`src/rtl/rom_loader_pkg.sv`:
```
// Shared types and helpers for the boot ROM loader.
// The optional checksum path is enabled by defining ROM_LOADER_CHECKSUM_EN.
package rom_loader_pkg;

  localparam int BYTE_W = 8;

  typedef enum logic [2:0] {
    IDLE  = 3'd0,
    LOAD  = 3'd1,
    WRITE = 3'd2,
    CHECK = 3'd3,
    DONE  = 3'd4
  } loader_state_e;

  // Bytes packed into one ROM word.
  function automatic int bpw(input int data_width);
    return data_width / BYTE_W;
  endfunction

endpackage

```
`src/rtl/rom_loader_packer.sv`:
```
// Little-endian byte packer: shifts bytes in from the top so the first byte of a
// word ends up in bits [7:0]; word_o already includes the byte being shifted.
module rom_loader_packer
  import rom_loader_pkg::*;
#(
  parameter int DATA_WIDTH = 16
) (
  input  logic                  clk_i,
  input  logic                  rst_ni,
  input  logic                  clear_i,
  input  logic                  shift_i,
  input  logic [BYTE_W-1:0]     byte_i,
  output logic [DATA_WIDTH-1:0] word_o,
  output logic                  word_full_o
);

  localparam int BPW = bpw(DATA_WIDTH);
  localparam int CW  = (BPW > 1) ? $clog2(BPW) : 1;

  logic [DATA_WIDTH-1:0] word_r;
  logic [CW-1:0]         cnt_r;

  generate
    if (BPW > 1) begin : g_multi
      assign word_o = {byte_i, word_r[DATA_WIDTH-1:BYTE_W]};
    end else begin : g_single
      assign word_o = byte_i;
    end
  endgenerate

  assign word_full_o = shift_i && (cnt_r == CW'(BPW - 1));

  // Assembly register and byte-in-word counter.
  always_ff @(posedge clk_i or negedge rst_ni) begin
    if (!rst_ni) begin
      word_r <= {DATA_WIDTH{1'b0}};
      cnt_r  <= {CW{1'b0}};
    end else if (clear_i) begin
      word_r <= {DATA_WIDTH{1'b0}};
      cnt_r  <= {CW{1'b0}};
    end else if (shift_i) begin
      word_r <= word_o;
      cnt_r  <= word_full_o ? {CW{1'b0}} : cnt_r + CW'(1);
    end else begin
      word_r <= word_r;
      cnt_r  <= cnt_r;
    end
  end

endmodule

```
`src/rtl/rom_loader.sv`:
```
// Boot ROM writer: packs a valid/ready byte stream into words and writes them from address 0.
// Define ROM_LOADER_CHECKSUM_EN to require a trailing checksum byte and report err_o.
module rom_loader
  import rom_loader_pkg::*;
#(
  parameter int DATA_WIDTH = 16,
  parameter int ADDR_WIDTH = 8,
  parameter int WORDS      = 5
) (
  input  logic                  clk_i,
  input  logic                  rst_ni,
  input  logic                  start_i,
  input  logic [7:0]            byte_i,
  input  logic                  byte_valid_i,
  output logic                  byte_ready_o,
  output logic                  wr_en_o,
  output logic [ADDR_WIDTH-1:0] wr_addr_o,
  output logic [DATA_WIDTH-1:0] wr_data_o,
  output logic                  busy_o,
  output logic                  done_o,
  output logic                  err_o
);

  localparam int WCW = $clog2(WORDS + 1);

  generate
    if ((DATA_WIDTH % BYTE_W) != 0 || DATA_WIDTH < BYTE_W) begin : g_dw_bad
      $error("rom_loader: DATA_WIDTH must be a nonzero multiple of 8");
    end
    if (WORDS < 1 || WORDS > (2 ** ADDR_WIDTH)) begin : g_words_bad
      $error("rom_loader: WORDS must lie in 1..2**ADDR_WIDTH");
    end
  endgenerate

  loader_state_e         state_r, state_s;
  logic                  byte_ready_s, xfer_s, shift_s, clear_s, last_word_s;
  logic                  word_full_s;
  logic [DATA_WIDTH-1:0] word_s;
  logic [ADDR_WIDTH-1:0] addr_r, wr_addr_r;
  logic [DATA_WIDTH-1:0] wr_data_r;
  logic [WCW-1:0]        word_cnt_r;
  logic                  wr_en_r, busy_r, done_r;

  assign byte_ready_s = (state_r == LOAD) || (state_r == CHECK);
  assign xfer_s       = byte_valid_i && byte_ready_s;
  assign shift_s      = xfer_s && (state_r == LOAD);
  assign last_word_s  = (word_cnt_r == WCW'(WORDS - 1));

  rom_loader_packer #(
    .DATA_WIDTH (DATA_WIDTH)
  ) u_packer (
    .clk_i       (clk_i),
    .rst_ni      (rst_ni),
    .clear_i     (clear_s),
    .shift_i     (shift_s),
    .byte_i      (byte_i),
    .word_o      (word_s),
    .word_full_o (word_full_s)
  );

  // State register.
  always_ff @(posedge clk_i or negedge rst_ni) begin
    if (!rst_ni) begin
      state_r <= IDLE;
    end else begin
      state_r <= state_s;
    end
  end

  // Next-state decode; start_i only counts in IDLE and DONE.
  always_comb begin
    state_s = state_r;
    clear_s = 1'b0;
    case (state_r)
      IDLE, DONE: begin
        if (start_i) begin
          state_s = LOAD;
          clear_s = 1'b1;
        end else begin
          state_s = state_r;
        end
      end
      LOAD: begin
        if (shift_s && word_full_s) begin
          state_s = WRITE;
        end else begin
          state_s = LOAD;
        end
      end
      WRITE: begin
        if (last_word_s) begin
`ifdef ROM_LOADER_CHECKSUM_EN
          state_s = CHECK;
`else
          state_s = DONE;
`endif
        end else begin
          state_s = LOAD;
        end
      end
`ifdef ROM_LOADER_CHECKSUM_EN
      CHECK: begin
        if (xfer_s) begin
          state_s = DONE;
        end else begin
          state_s = CHECK;
        end
      end
`endif
      default: begin
        state_s = IDLE;
      end
    endcase
  end

  // Address/word counters, write port registers and status flags.
  always_ff @(posedge clk_i or negedge rst_ni) begin
    if (!rst_ni) begin
      addr_r     <= {ADDR_WIDTH{1'b0}};
      word_cnt_r <= {WCW{1'b0}};
      wr_addr_r  <= {ADDR_WIDTH{1'b0}};
      wr_data_r  <= {DATA_WIDTH{1'b0}};
      wr_en_r    <= 1'b0;
      busy_r     <= 1'b0;
      done_r     <= 1'b0;
    end else begin
      if (clear_s) begin
        addr_r     <= {ADDR_WIDTH{1'b0}};
        word_cnt_r <= {WCW{1'b0}};
      end else if (state_r == WRITE) begin
        addr_r     <= addr_r + ADDR_WIDTH'(1);
        word_cnt_r <= word_cnt_r + WCW'(1);
      end
      if (shift_s && word_full_s) begin
        wr_addr_r <= addr_r;
        wr_data_r <= word_s;
      end
      wr_en_r <= (state_s == WRITE);
      busy_r  <= (state_s == LOAD) || (state_s == WRITE) || (state_s == CHECK);
      done_r  <= (state_s == DONE);
    end
  end

`ifdef ROM_LOADER_CHECKSUM_EN
  logic [7:0] acc_r;
  logic [7:0] acc_sum_s;
  logic       err_r;

  assign acc_sum_s = acc_r + byte_i;

  // Running mod-256 sum; the checksum byte must bring it to zero.
  always_ff @(posedge clk_i or negedge rst_ni) begin
    if (!rst_ni) begin
      acc_r <= 8'h00;
      err_r <= 1'b0;
    end else if (clear_s) begin
      acc_r <= 8'h00;
      err_r <= 1'b0;
    end else if (xfer_s) begin
      acc_r <= acc_sum_s;
      if (state_r == CHECK) begin
        err_r <= (acc_sum_s != 8'h00);
      end
    end
  end

  assign err_o = err_r;
`else
  assign err_o = 1'b0;
`endif

  assign byte_ready_o = byte_ready_s;
  assign wr_en_o      = wr_en_r;
  assign wr_addr_o    = wr_addr_r;
  assign wr_data_o    = wr_data_r;
  assign busy_o       = busy_r;
  assign done_o       = done_r;

endmodule

```
`config.mk`:
```
export PLATFORM = sky130hd
export DESIGN_NAME = rom_loader
export DESIGN_NICKNAME = d
export VERILOG_FILES = /design/src/rtl/rom_loader_pkg.sv /design/src/rtl/rom_loader_packer.sv /design/src/rtl/rom_loader.sv
export SDC_FILE = /design/constraint.sdc
export NUM_CORES = 1
export LEC_CHECK = 0
export ABC_CLOCK_PERIOD_IN_PS = 2290
export CELL_PAD_IN_SITES_DETAIL_PLACEMENT = 0
export CELL_PAD_IN_SITES_GLOBAL_PLACEMENT = 1
export CORE_UTILIZATION = 40
export DETAILED_ROUTE_END_ITERATION = 8
export DONT_BUFFER_PORTS = 1
export PLACE_DENSITY = 0.65
export SYNTH_ARGS = -nofsm -noshare
export SYNTH_HDL_FRONTEND = slang
export SYNTH_SLANG_ARGS = --single-unit
```
`constraint.sdc`:
```
create_clock -name clk_i -period 2.29 [get_ports clk_i]
set_input_delay 0.3435 -clock clk_i [delete_from_list [all_inputs] [get_ports clk_i]]
set_output_delay 0.3435 -clock clk_i [all_outputs]
set_load 0.03 [all_outputs]
```
==> impl_metrics.json <==
{
  "status": "completed",
  "grt_max_degree": 51,
  "vias": 1160,
  "grt_overflow": 0,
  "ant_nets": 0,
  "clockBufferDepth": 2,
  "synthArstFlopShare_pct": 100,
  "peakVddDrop_uv": 644,
  "wl_met2_microns": 1810,
  "synth_flop_cell": "dfrtp_1",
  "drtIter0Drc": 75,
  "layout_commonest_cell": "dfrtp_1",
  "rows": 25,
  "insertedDiodeCount": 0,
  "grt_pass1_vias": 1204,
  "area_growth_pct": 10.3,
  "end_kind": "register",
  "power.density_nw_per_um2": 1270,
  "wl_met1_microns": 1550,
  "syn_area_per_cell_sq_um": 13.7,
  "die_area_sq_um": 5380,
  "ctsResizeCount": 0,
  "die_h_microns": 73.3,
  "final_cells": 223,
  "finalSetupTns_ps": 0,
  "grt_pass1_wl_microns": 6000,
  "critPathRequiredTime_ps": 2480,
  "startpoint_type": "register",
  "final_nets": 170,
  "die_w_microns": 73.3,
  "hold_ws_ps": 177,
  "drcViolationCount": 0,
  "hpwl_microns": 2400,
  "maxSlewHeadroom_pct": 55.4,
  "cp_max_fo": 11,
  "clkSlewWorstSetupHoldPaths_ps": 90,
  "place.gp.congestion": 0.731,
  "synth.area.top_cells": "dfrtp_1 (62%), mux2_2 (13%), a22o_1 (4.3%)",
  "place_ws_ps": 502,
  "viasPerCell": 5.20,
  "dp.cells": 213,
  "ios": 41,
  "synth_seq_cells": 50,
  "cts_tree": "yes",
  "io_buffers": 0,
  "finalCritPeriodShare_pct": 77.2,
  "insertion_delay_ps": 300,
  "yosys.cell_types.count": 36,
  "clockRootBuffer": "clkbuf_8",
  "htreeDepth": 2,
  "start_util_pct": 42.2,
  "cts_sinks": 50,
  "setup_viol": 0,
  "crit_type": "register to register",
  "worst-slew-pin-transition_ps": 660,
  "synth_warnings": 0,
  "drv_slew": 0,
  "synthesis.area_sq_um": 2030,
  "p_leak_nw": 1.04,
  "hold_class": "input port to register",
  "post_drt_wl_per_cell_microns": 16.4,
  "drt_wl_total_microns": 3660,
  "hold_viol": 0,
  "maxCapViolations": 0,
  "ys_seq_area_share_pct": 61.5,
  "synth-edff-count": 0,
  "core_region_area_sq_um": 4820,
  "yosysTopAreaCellShare_pct": 61.5,
  "synth_cells": 149,
  "track_usage_pct": 15.0,
  "max_freq_ghz": 0.566,
  "arrival_ps": 1960,
  "wl_met3_microns": 236,
  "fin_crit_ps": 1770,
  "antenna_found_initial": 0,
  "setup_ws_ps": 523,
  "layout_common_cells": "dfrtp_1 (50), mux2_2 (24), a22o_1 (10)",
  "synth_nets": 164,
  "rsz0062_at_grt": "no",
  "drt_pass1_iterations": 4,
  "cts_buffers": 5,
  "synth_area_leader_cell": "dfrtp_1",
  "top_layer": "met4",
  "drive_gt1_share_pct": 26.9,
  "finClkSkew_ps": 7.00
}
==> cell type report <==
cell class / count / area, sq um
Clock buffer: 7 / 96.3
Clock inverter: 1 / 8.76
Fill cell: 457 / 2570
Inverter: 5 / 18.8
Multi-Input combinational cell: 88 / 726
Sequential cell: 50 / 1250
Tap cell: 67 / 83.8
Timing Repair Buffer: 5 / 60.1
==> critical path: stages (launching register included) <==
cell and delay [ps]:
dfrtp_1 480, and4bb_2 520, nand2_2 100, inv_2 190, mux2_2 360
==> sequential cells by signal, indices dropped and copies added (netlist names) <==
register / cells
wr_data_o: 16
addr_r: 8
u_packer.word_r: 8
wr_addr_o: 8
state_r: 3
word_cnt_r: 3
busy_o: 1
done_o: 1
u_packer.cnt_r: 1
wr_en_o: 1
==> report_power, final <==
part | switching [mW] | internal [mW]
clock | 0.286 | 0.277
sequential | 0.527 | 1.16
combinational | 0.276 | 0.326
total | 1.09 | 1.76
==> cell families after synthesis <==
kind of cell,count (synthesis),share of synthesized area [%]
AO/OA/AOI/OAI,22,7.69
XOR/XNOR,3,1.29
adder cells (fa/ha/maj),3,1.85
buffers and inverters,11,2.83
flip-flops,50,61.5
multiplexers,28,15.3
other,1,0.184
AND/OR/NAND/NOR,31,9.41
==> cells in the mapped netlist, drive strengths merged, types with 2 or more instances <==
master / number
dfrtp: 50
mux2: 24
a22o: 10
a21oi: 7
nand2: 7
buf: 5
inv: 5
nor2: 5
mux2i: 4
ha: 3
nand3: 3
or3b: 3
xnor2: 3
nor3b: 2
o21ai: 2
or3: 2
==> per-layer routing <==
| metal | vias to the layer above | GRT usage (%) |
|---|---|---|
| li1 | 542 | - |
| met1 | 579 | 18.4 |
| met2 | 31 | 24.2 |
| met3 | 8 | 5.21 |
| met4 | 0 | 6.41 |
| met5 | - | 0 |
==> worst paths after layout <==
check,start,end,slack [ps],cells past startpoint
max,state_r[1],wr_data_o[1],520,4
min,byte_i[6],u_packer.word_r[14],180,1
max reg2reg,state_r[1],wr_data_o[1],520,4
min reg2reg,u_packer.word_r[10],u_packer.word_r[10],500,1
max in group asynchronous,rst_ni,wr_addr_o[4],1510,2
min in group asynchronous,rst_ni,addr_r[7],560,2
==> stage by stage <==
step                area [sq um]  utilization, %  power, mW
finish                      2240            46.6       2.85
global route                2240            46.6       3.01
CTS                         2240            46.6       2.89
detailed placement          2100            43.6       2.29
global placement            2100            43.6       2.27
floorplan                   2030               -       2.14
==> what timing repair did <==
action / 4_1_cts / 5_1_grt
hold buffers: 2 / 0
buffers inserted: 0 / 0
hold endpoints to repair: 50 / 0
Power figures use the tool's default switching activity.
